### src/rtl/rst_seq_pkg.sv
// ---------------------------------------------------------------------------
// rst_seq_pkg
// Shared types and constants for the reset sequencer.
//   state_t    : sequencer FSM states
//   LOSS_CNT_W : width of the saturating lock-loss counter
//   sat_inc    : saturating increment for the lock-loss counter
// ---------------------------------------------------------------------------
package rst_seq_pkg;

    typedef enum logic [1:0] {
        WAIT_LOCK = 2'd0,
        HOLD      = 2'd1,
        RELEASE   = 2'd2,
        RUN       = 2'd3
    } state_t;

    localparam int LOSS_CNT_W = 8;

    // Saturating increment: sticks at all-ones instead of wrapping.
    function automatic logic [LOSS_CNT_W-1:0] sat_inc(input logic [LOSS_CNT_W-1:0] v);
        return (v == {LOSS_CNT_W{1'b1}}) ? v : v + LOSS_CNT_W'(1);
    endfunction

endpackage

### src/rtl/bit_sync.sv
// ---------------------------------------------------------------------------
// bit_sync
// Multi-flop synchroniser for a single asynchronous level signal. The chain
// resets to 0, so a lock indication is never seen as present right after
// reset.
// Ports:
//   clk_i   : destination clock
//   rst_n_i : asynchronous active-low reset (clears the chain)
//   d_i     : asynchronous input level
//   q_o     : synchronised level, SYNC_STAGES cycles of latency
// ---------------------------------------------------------------------------
module bit_sync #(
    parameter int SYNC_STAGES = 2
) (
    input  logic clk_i,
    input  logic rst_n_i,
    input  logic d_i,
    output logic q_o
);

    logic [SYNC_STAGES-1:0] sync_q;

    always_ff @(posedge clk_i or negedge rst_n_i) begin
        if (!rst_n_i) begin
            sync_q <= '0;
        end else begin
            sync_q <= {sync_q[SYNC_STAGES-2:0], d_i};
        end
    end

    assign q_o = sync_q[SYNC_STAGES-1];

endmodule

### src/rtl/rst_seq_ctl.sv
// ---------------------------------------------------------------------------
// rst_seq_ctl
// Reset sequencer behind the PLL: filters the PLL lock, holds all downstream
// resets for a minimum time, then releases them one by one with a fixed gap.
// Lock loss or a software request drops every output at once.
// Ports:
//   clk_in            : system clock
//   rst_n_in          : asynchronous active-low reset
//   pll_locked_in     : PLL lock, asynchronous to clk_in
//   sw_rst_in         : synchronous level software reset request
//   rst_n_out         : sequenced active-low resets, bit 0 released first
//   rst_done_out      : all outputs released
//   lock_loss_cnt_out : saturating count of lock losses
// ---------------------------------------------------------------------------
module rst_seq_ctl
    import rst_seq_pkg::*;
#(
    parameter int N_RST       = 4,
    parameter int SYNC_STAGES = 2,
    parameter int LOCK_FILT   = 8,
    parameter int HOLD_CYCLES = 16,
    parameter int STAGE_GAP   = 8
) (
    input  logic                  clk_in,
    input  logic                  rst_n_in,
    input  logic                  pll_locked_in,
    input  logic                  sw_rst_in,
    output logic [N_RST-1:0]      rst_n_out,
    output logic                  rst_done_out,
    output logic [LOSS_CNT_W-1:0] lock_loss_cnt_out
);

    localparam int FILT_W = $clog2(LOCK_FILT + 1);
    localparam int HOLD_W = $clog2(HOLD_CYCLES + 1);
    localparam int GAP_W  = $clog2(STAGE_GAP + 1);

    localparam logic [FILT_W-1:0] FILT_MAX = FILT_W'(LOCK_FILT);
    localparam logic [HOLD_W-1:0] HOLD_MAX = HOLD_W'(HOLD_CYCLES);
    localparam logic [GAP_W-1:0]  GAP_MAX  = GAP_W'(STAGE_GAP);

    // Bit 0 is already released when RELEASE starts, so shifting the
    // released pattern up by one frees exactly the next bit in index order.
    function automatic logic [N_RST-1:0] release_next(input logic [N_RST-1:0] cur);
        logic [N_RST-1:0] nxt;
        nxt    = cur;
        nxt[0] = 1'b1;
        for (int i = 1; i < N_RST; i++) begin
            nxt[i] = cur[i-1];
        end
        return nxt;
    endfunction

    logic                  locked_s;
    state_t                state_q, state_d;
    logic [FILT_W-1:0]     filt_cnt_q, filt_cnt_d;
    logic [HOLD_W-1:0]     hold_cnt_q, hold_cnt_d;
    logic [GAP_W-1:0]      gap_cnt_q, gap_cnt_d;
    logic [N_RST-1:0]      rst_n_q, rst_n_d;
    logic                  done_q, done_d;
    logic [LOSS_CNT_W-1:0] loss_cnt_q, loss_cnt_d;

    logic [FILT_W-1:0]     filt_inc;
    logic [HOLD_W-1:0]     hold_inc;
    logic [GAP_W-1:0]      gap_inc;
    logic                  filt_hit, hold_hit, gap_hit;
    logic                  lock_lost, sw_evt, all_rel;

    bit_sync #(
        .SYNC_STAGES (SYNC_STAGES)
    ) u_lock_sync (
        .clk_i   (clk_in),
        .rst_n_i (rst_n_in),
        .d_i     (pll_locked_in),
        .q_o     (locked_s)
    );

    // The counters stop one short of the parameter; the "hit" compares the
    // incremented value so the transition lands on the counting edge itself.
    assign filt_inc = filt_cnt_q + FILT_W'(1);
    assign hold_inc = hold_cnt_q + HOLD_W'(1);
    assign gap_inc  = gap_cnt_q + GAP_W'(1);
    assign filt_hit = (filt_inc == FILT_MAX);
    assign hold_hit = (hold_inc == HOLD_MAX);
    assign gap_hit  = (gap_inc == GAP_MAX);

    // Lock loss outranks the software request; both only matter after lock.
    assign lock_lost = (state_q != WAIT_LOCK) && !locked_s;
    assign sw_evt    = (state_q != WAIT_LOCK) && locked_s && sw_rst_in;
    assign all_rel   = rst_n_q[N_RST-1];

    // State register
    always_ff @(posedge clk_in or negedge rst_n_in) begin
        if (!rst_n_in) begin
            state_q <= WAIT_LOCK;
        end else begin
            state_q <= state_d;
        end
    end

    // Next-state logic
    always_comb begin
        state_d = state_q;
        if (lock_lost) begin
            state_d = WAIT_LOCK;
        end else if (sw_evt) begin
            state_d = HOLD;
        end else begin
            case (state_q)
                WAIT_LOCK: if (locked_s && filt_hit) state_d = HOLD;
                HOLD:      if (hold_hit)             state_d = RELEASE;
                RELEASE:   if (all_rel)              state_d = RUN;
                RUN:       state_d = RUN;
                default:   state_d = WAIT_LOCK;
            endcase
        end
    end

    // Output and counter next-state logic
    always_comb begin
        filt_cnt_d = '0;
        hold_cnt_d = '0;
        gap_cnt_d  = '0;
        rst_n_d    = rst_n_q;
        loss_cnt_d = loss_cnt_q;
        if (lock_lost) begin
            rst_n_d    = '0;
            loss_cnt_d = sat_inc(loss_cnt_q);
        end else if (sw_evt) begin
            rst_n_d = '0;
        end else begin
            case (state_q)
                WAIT_LOCK: begin
                    rst_n_d = '0;
                    if (locked_s && !filt_hit) filt_cnt_d = filt_inc;
                end
                HOLD: begin
                    rst_n_d = '0;
                    if (hold_hit) rst_n_d[0] = 1'b1;
                    else          hold_cnt_d = hold_inc;
                end
                RELEASE: begin
                    if (!all_rel) begin
                        if (gap_hit) rst_n_d   = release_next(rst_n_q);
                        else         gap_cnt_d = gap_inc;
                    end
                end
                default: ;
            endcase
        end
        // Done is registered on the same edge that enters RUN.
        done_d = (state_d == RUN);
    end

    // Counter and output registers
    always_ff @(posedge clk_in or negedge rst_n_in) begin
        if (!rst_n_in) begin
            filt_cnt_q <= '0;
            hold_cnt_q <= '0;
            gap_cnt_q  <= '0;
            rst_n_q    <= '0;
            done_q     <= 1'b0;
            loss_cnt_q <= '0;
        end else begin
            filt_cnt_q <= filt_cnt_d;
            hold_cnt_q <= hold_cnt_d;
            gap_cnt_q  <= gap_cnt_d;
            rst_n_q    <= rst_n_d;
            done_q     <= done_d;
            loss_cnt_q <= loss_cnt_d;
        end
    end

    assign rst_n_out         = rst_n_q;
    assign rst_done_out      = done_q;
    assign lock_loss_cnt_out = loss_cnt_q;

endmodule

### config.mk
export PLATFORM = sky130hd
export DESIGN_NAME = rst_seq_ctl
export DESIGN_NICKNAME = d
export VERILOG_FILES = /design/src/rtl/rst_seq_pkg.sv /design/src/rtl/bit_sync.sv /design/src/rtl/rst_seq_ctl.sv
export SDC_FILE = /design/constraint.sdc
export NUM_CORES = 1
export LEC_CHECK = 0
export BUFFER_PORTS_ARGS = -buffer_cell sky130_fd_sc_hd__buf_2
export CORE_UTILIZATION = 57
export DETAILED_ROUTE_END_ITERATION = 10
export GPL_TIMING_DRIVEN = 0
export MAX_ROUTING_LAYER = met4
export PLACE_DENSITY = 0.89
export SYNTH_ARGS = -nofsm -noshare
export SYNTH_HDL_FRONTEND = slang
export SYNTH_SLANG_ARGS = --single-unit
### constraint.sdc
create_clock -name clk_in -period 2.2 [get_ports clk_in]
set_clock_uncertainty 0.2 [all_clocks]
set_input_delay 0.11 -clock clk_in [delete_from_list [all_inputs] [get_ports clk_in]]
set_output_delay 0.11 -clock clk_in [all_outputs]
set_load 0.05 [all_outputs]
Yosys cells after proc, flatten, opt, wreduce, memory -nomap -nowiden
Index checks and enable logic that the tools add are counted.
{"block": "classes", "n_reduce_logical": 12, "n_mux": 25, "shifts": 0, "addsub": 4, "magnitude_cmp": 0, "eq_ne": 10, "div": 0, "n_bitwise": 1, "n_mul": 0}
{"op": "$mux W4", "count": 13}
{"op": "$mux W5", "count": 4}
{"op": "$pmux W4 S3", "count": 1}
{"op": "$mux W2", "count": 5}
{"op": "$add A4 B1 Y4 const B", "count": 2}
{"op": "$add A8 B1 Y8 const B", "count": 1}
{"op": "$eq A4 B4 Y1 const B", "count": 2}
{"op": "$eq A8 B8 Y1 const B", "count": 1}
{"op": "$ne A4 B4 Y1 const B", "count": 2}
{"op": "$pmux W2 S4", "count": 1}
{"op": "$eq A2 B2 Y1 const B", "count": 3}
{"op": "$add A5 B1 Y5 const B", "count": 1}
{"op": "$eq A5 B5 Y1 const B", "count": 1}
{"op": "$logic_and A1 B1 Y1", "count": 5}
{"op": "$reduce_bool A5 Y1", "count": 1}
{"op": "$reduce_and A3 Y1", "count": 1}
{"op": "$eq A2 B1 Y1 const B", "count": 1}
{"op": "$logic_not A1 Y1", "count": 2}
{"op": "$logic_not A2 Y1", "count": 1}
{"op": "$reduce_and A2 Y1", "count": 1}
{"op": "$reduce_bool A2 Y1", "count": 1}
{"op": "$mux W1", "count": 1}
{"op": "$not A1 Y1", "count": 1}
{"block": "word_totals", "mem_bits_ro": 0, "ramBits": 0, "regBits": 30, "latch_bits": 0, "memories": 0}

Logic depth before layout (Yosys ltp)
{"block": "logic_depth", "ltp_word": 8, "ltp_mapped": 8, "mapped_depth_nobuf": 7}

Cells and area by module
Synthesis repeated with hierarchy kept, for this count alone.
{"block": "hier_totals", "cells_unflattened": 155, "area_unflattened_um2": 1611.5}
{"module": "rst_seq_ctl", "cells_each": 153, "area_per_inst_um2": 1561.5, "n_inst": 1}
{"module": "bit_sync", "cells_each": 2, "area_per_inst_um2": 50.0, "n_inst": 1}

Least setup slack after synthesis
Ideal clock, no wire load.
{"block": "synth_timing", "kind": "reg-to-reg", "from": "register loss_cnt_q[0], in the netlist lock_loss_cnt_out[0]", "to": "register loss_cnt_q[6], in the netlist lock_loss_cnt_out[6]", "setup_ps": 126, "period_less_slack_ps": 1917, "slack_ps": 283, "arrival_ps": 1592, "required_ps": 1874, "n_path_buf": 0, "stages_incl_launch_ff": 7, "path_cell_list": "dfrtp_1 ha_1 nand2_1 nor3_1 nand4_1 nor3_1 a21oi_1"}
{"block": "synth_via", "elab_chain_len": 3, "elab_cells_between_ends": 4}
{"element": "start, declared", "line": "rst_seq_ctl.sv:60", "rtl": "logic [LOSS_CNT_W-1:0] loss_cnt_q, loss_cnt_d;"}
{"element": "start signal, assigned", "line": "rst_seq_ctl.sv:169", "rtl": "loss_cnt_q <= loss_cnt_d;"}
{"element": "branches (longest 3 deep; another with $add A8 B1 Y8)"}
Parallel ways; which one is timed is not known.
A chain may end at the register's enable or synchronous reset.

Worst setup path after layout
{"block": "layout_timing", "from": "register state_q[0]", "to": "register rst_n_q[0], in the netlist rst_n_out[0]"}
{"block": "layout_via", "elab_chain_len": 5, "elab_cells_between_ends": 14}
{"element": "start, declared", "line": "rst_seq_ctl.sv:54", "rtl": "state_t state_q, state_d;"}
{"element": "start signal, assigned", "line": "rst_seq_ctl.sv:96", "rtl": "state_q <= state_d;"}
{"element": "$reduce_bool A2 Y1", "line": "rst_seq_ctl.sv:87, rst_seq_ctl.sv:88"}
{"element": "$logic_and A1 B1 Y1 (2 in a row)", "line": "rst_seq_ctl.sv:88", "rtl": "assign sw_evt = (state_q != WAIT_LOCK) && locked_s && sw_rst_in;"}
{"element": "$ne A4 B4 Y1 (no source line), or another cell as far along"}
{"element": "$reduce_and A3 Y1 (no source line) / $mux W4 (equally long branches)"}
{"element": "end signal, assigned", "line": "rst_seq_ctl.sv:167", "rtl": "rst_n_q <= rst_n_d;"}
{"element": "end, declared", "line": "rst_seq_ctl.sv:58", "rtl": "logic [N_RST-1:0] rst_n_q, rst_n_d;"}
Parallel ways exist; a longest one is shown, timed or not.

==> key figures <==
Synthesis
  • Netlist cell types: 47
  • Syn. warnings: 0
  • Syn avg cell area: 10.53 um^2
  • Asr flop ratio synth: 1.000
  • Cells after synthesis: 155
  • Most frequent cell after synthesis: dfrtp_1
  • Yosys top cell area share: 0.4601
  • Sequential share of the synthesized area: 0.4601
  • Top post-synthesis cells by count: 30 x dfrtp_1, 15 x nor2_1, 12 x nand2_1
  • Synth area leaders: dfrtp_1 46%, ha_1 8.4%, nor2_1 3.5%, a21oi_1 3.1%, nand2_1 2.8%
  • Synthesized flop and latch total: 30
  • Ys flop type: dfrtp_1
  • Yosys top cell by area: dfrtp_1
  • Post-Syn Nets: 170
  • Post-synthesis instance area: 1632 um^2
  • Post-synth EDFFs: 0

STA
  • Rel. slew slack: 0.5547
  • Fin. max-slew vios: 0
  • Tmin final: 2.118 ns
  • Period utilization: 0.9629
  • Final TNS setup: 0 ns
  • Worst slew pin tran: 0.6658 ns
  • Final Hold Slack: 0.1305 ns
  • Fmax: 472.0 MHz
  • Finish-stage setup viols: 0
  • Setup WS post-layout: 0.08155 ns
  • Fin. Hold Viols: 0

Critical path
  • Crit-path slowest cell: dfrtp_1
  • CP Max Fanout: 10
  • CP Capture Type: flop
  • Worst EP arrival: 2.14 ns
  • Crit-path leading delay family: compound AO/OA/AOI/OAI gates
  • Setup slack on the worst flop-to-flop path: 0.08 ns
  • Slowest Stage Delay on Critical Path: 0.44 ns
  • Worst Setup SP: state_q[0]
  • R2R Path Start: state_q[0]
  • Crit path cell chain: inv_1, ha_1, clkbuf_4, o211ai_1, a21oi_1, a41o_1, mux2_2
  • Critical Path RT: 2.22 ns
  • Startpoint types: flop
  • FF-to-FF End: rst_n_out[0]
  • Reg2reg path depth: 7
  • Crit path kind: reg -> reg
  • Bufs and invs on worst path: 2

Placed design
  • Post-DP HPWL: 2437 um
  • Placer Congestion: 0.7615
  • Pre-CTS WS: 0.1012 ns
  • Port Buffers: 16
  • Placed cells: 202

Power and ir drop
  • Logic gate share of total power: 0.322
  • P_sw: 635.6 uW
  • Peak supply drop: 1.244 mV
  • Sequential Power Share: 0.458
  • Net Sw Frac: 0.4030
  • Leakage power: 0.8895 nW
  • Clock Power Share: 0.221
  • P_int: 941.5 uW
  • Pwr Density: 854.0 nW/um^2

Floorplan
  • Die X: 55.50 um
  • Ports: 17
  • Std cell rows: 19
  • DIE HEIGHT: 55.50 um
  • Core footprint: 2734 um^2
  • Initial Util: 0.5968
  • Die area: 3080 um^2

GRT
  • Total gr overflow: 0
  • Global-route wire length before repair: 5733 um
  • Met3 usage: 0.07494
  • Tot GR Track Use: 0.2510
  • Number of global-route vias before repair: 1270
  • Grt met2 use: 0.4200
  • Global route hottest layer: met2
  • Largest net degree at the start of global routing: 31
  • Met1 Usage GRT: 0.2830
  • Initial antenna violation count: 0

Route
  • Via count: 1268
  • Drt pass-1 iters: 4
  • Starting DRC count in detailed routing: 35
  • Wire per inst: 15.90 um
  • Final wirelength: 3386 um
  • Post-DRT Antenna Nets: 0
  • Vias per cell: 5.953
  • DRC: 0

Clock tree
  • Clock Tree Buf Depth: 2
  • Clock sinks: 30
  • Clock tree root buffer cell: clkbuf_4
  • CTS clk-pin slew, worst paths: 0.10 ns
  • CTS tree: yes
  • Total CTS buffers: 5
  • Post-CTS Setup Inserts: 0
  • Clock latency reported for the late side of the worst-skew pair: 0.34 ns
  • H-Tree Depth: 2

Job
  • MaxCap Viol Count: 0

Finish
  • Final net count: 196
  • Post-Layout Cell Count: 213
  • N_diodes: 0
  • Fin util: 0.6755
  • P&R area growth vs syn: 13.19%
  • Layout cells sized above 1: 0.2198
  • Fillers: 194

Worst hold path
  • HP Class: in -> async

Status
  • Status: completed
-- stage by stage --
stage	power (mW)	cell area, um^2
final	1.577	1847
after CTS	1.571	1841
after global placement	1.183	1750
after global routing	1.666	1847
after floorplan	1.088	1632
after detailed placement	1.219	1750
-- power by group through the flow --
stage	combinational [mW]	sequential, mW	clock [mW]
floorplan	0.250	0.838	0
global placement	0.469	0.714	0
finish	0.507	0.722	0.348
CTS	0.499	0.718	0.353
global route	0.551	0.732	0.383
detailed placement	0.493	0.727	0
-- layout by cell type (no fill, tap or decap), drive strengths merged, types with 2 or more instances in the layout --
master       count
o21ai            4
a21oi           10
xor2             5
nand2           15
dlygate4sd3      3
buf             17
dfrtp           30
nor2b            4
inv              5
ha              11
nor3             5
nor2            15
nand4            4
xnor2            5
a22o             2
clkbuf           8
nand3            5
nor3b            4
mux2             4
o2111ai          2
nor4             2
-- worst reg2reg max path: stages, from the launching register on --
cell      delay [ns]
dfrtp_1         0.44
inv_1           0.11
ha_1            0.22
clkbuf_4        0.19
o211ai_1        0.24
a21oi_1         0.11
a41o_1          0.23
mux2_2          0.26
-- per-layer routing --
layer / vias up / routed length (um)
met5: - / 0
met4: 0 / 63
met3: 7 / 139
met2: 30 / 1801
met1: 620 / 1382
li1: 611 / -
-- flip-flops by register name, summed over array words and instances (netlist names) --
register and count:
u_lock_sync.sync_q 2, gap_cnt_q 4, filt_cnt_q 4, state_q 2
rst_done_out 1, lock_loss_cnt_out 8, hold_cnt_q 5, rst_n_out 4
-- repair_timing --
action	in CTS	in global routing
setup endpoints to repair	0	3
hold buffers	3	0
endpoints found under the hold margin	32	0
gates resized for setup	0	3
-- cell families after synthesis --
family / share of synthesized area
XOR/XNOR: 0.05368
buffers and inverters: 0.02301
adder cells (fa/ha/maj): 0.08435
multiplexers: 0.03604
AND/OR/NAND/NOR: 0.1955
AO/OA/AOI/OAI: 0.1473
flip-flops: 0.4601
-- worst max-delay path by stage --
stage                                      end  cells after the start  slack (ns)
after floorplan           lock_loss_cnt_out[6]                      6        0.28
after global placement            rst_n_out[0]                      7        0.15
after detailed placement          rst_n_out[0]                      7        0.10
after CTS                         rst_n_out[0]                      7        0.06
after global routing      lock_loss_cnt_out[5]                      8       -0.01
final                             rst_n_out[0]                      7        0.08
-- area by class of cell --
cell class	count	area, um^2	area share
multi-input cells	118	848.3	0.4594
flip-flops and latches	30	752.0	0.4072
repair buffers	19	110.1	0.05962
clock buffers	7	55.05	0.02981
well taps	31	38.79	0.02100
plain buffers	2	18.77	0.01016
inverters	5	18.77	0.01016
clock inverters	1	5.005	0.002710
Power figures use the tool's default switching activity.
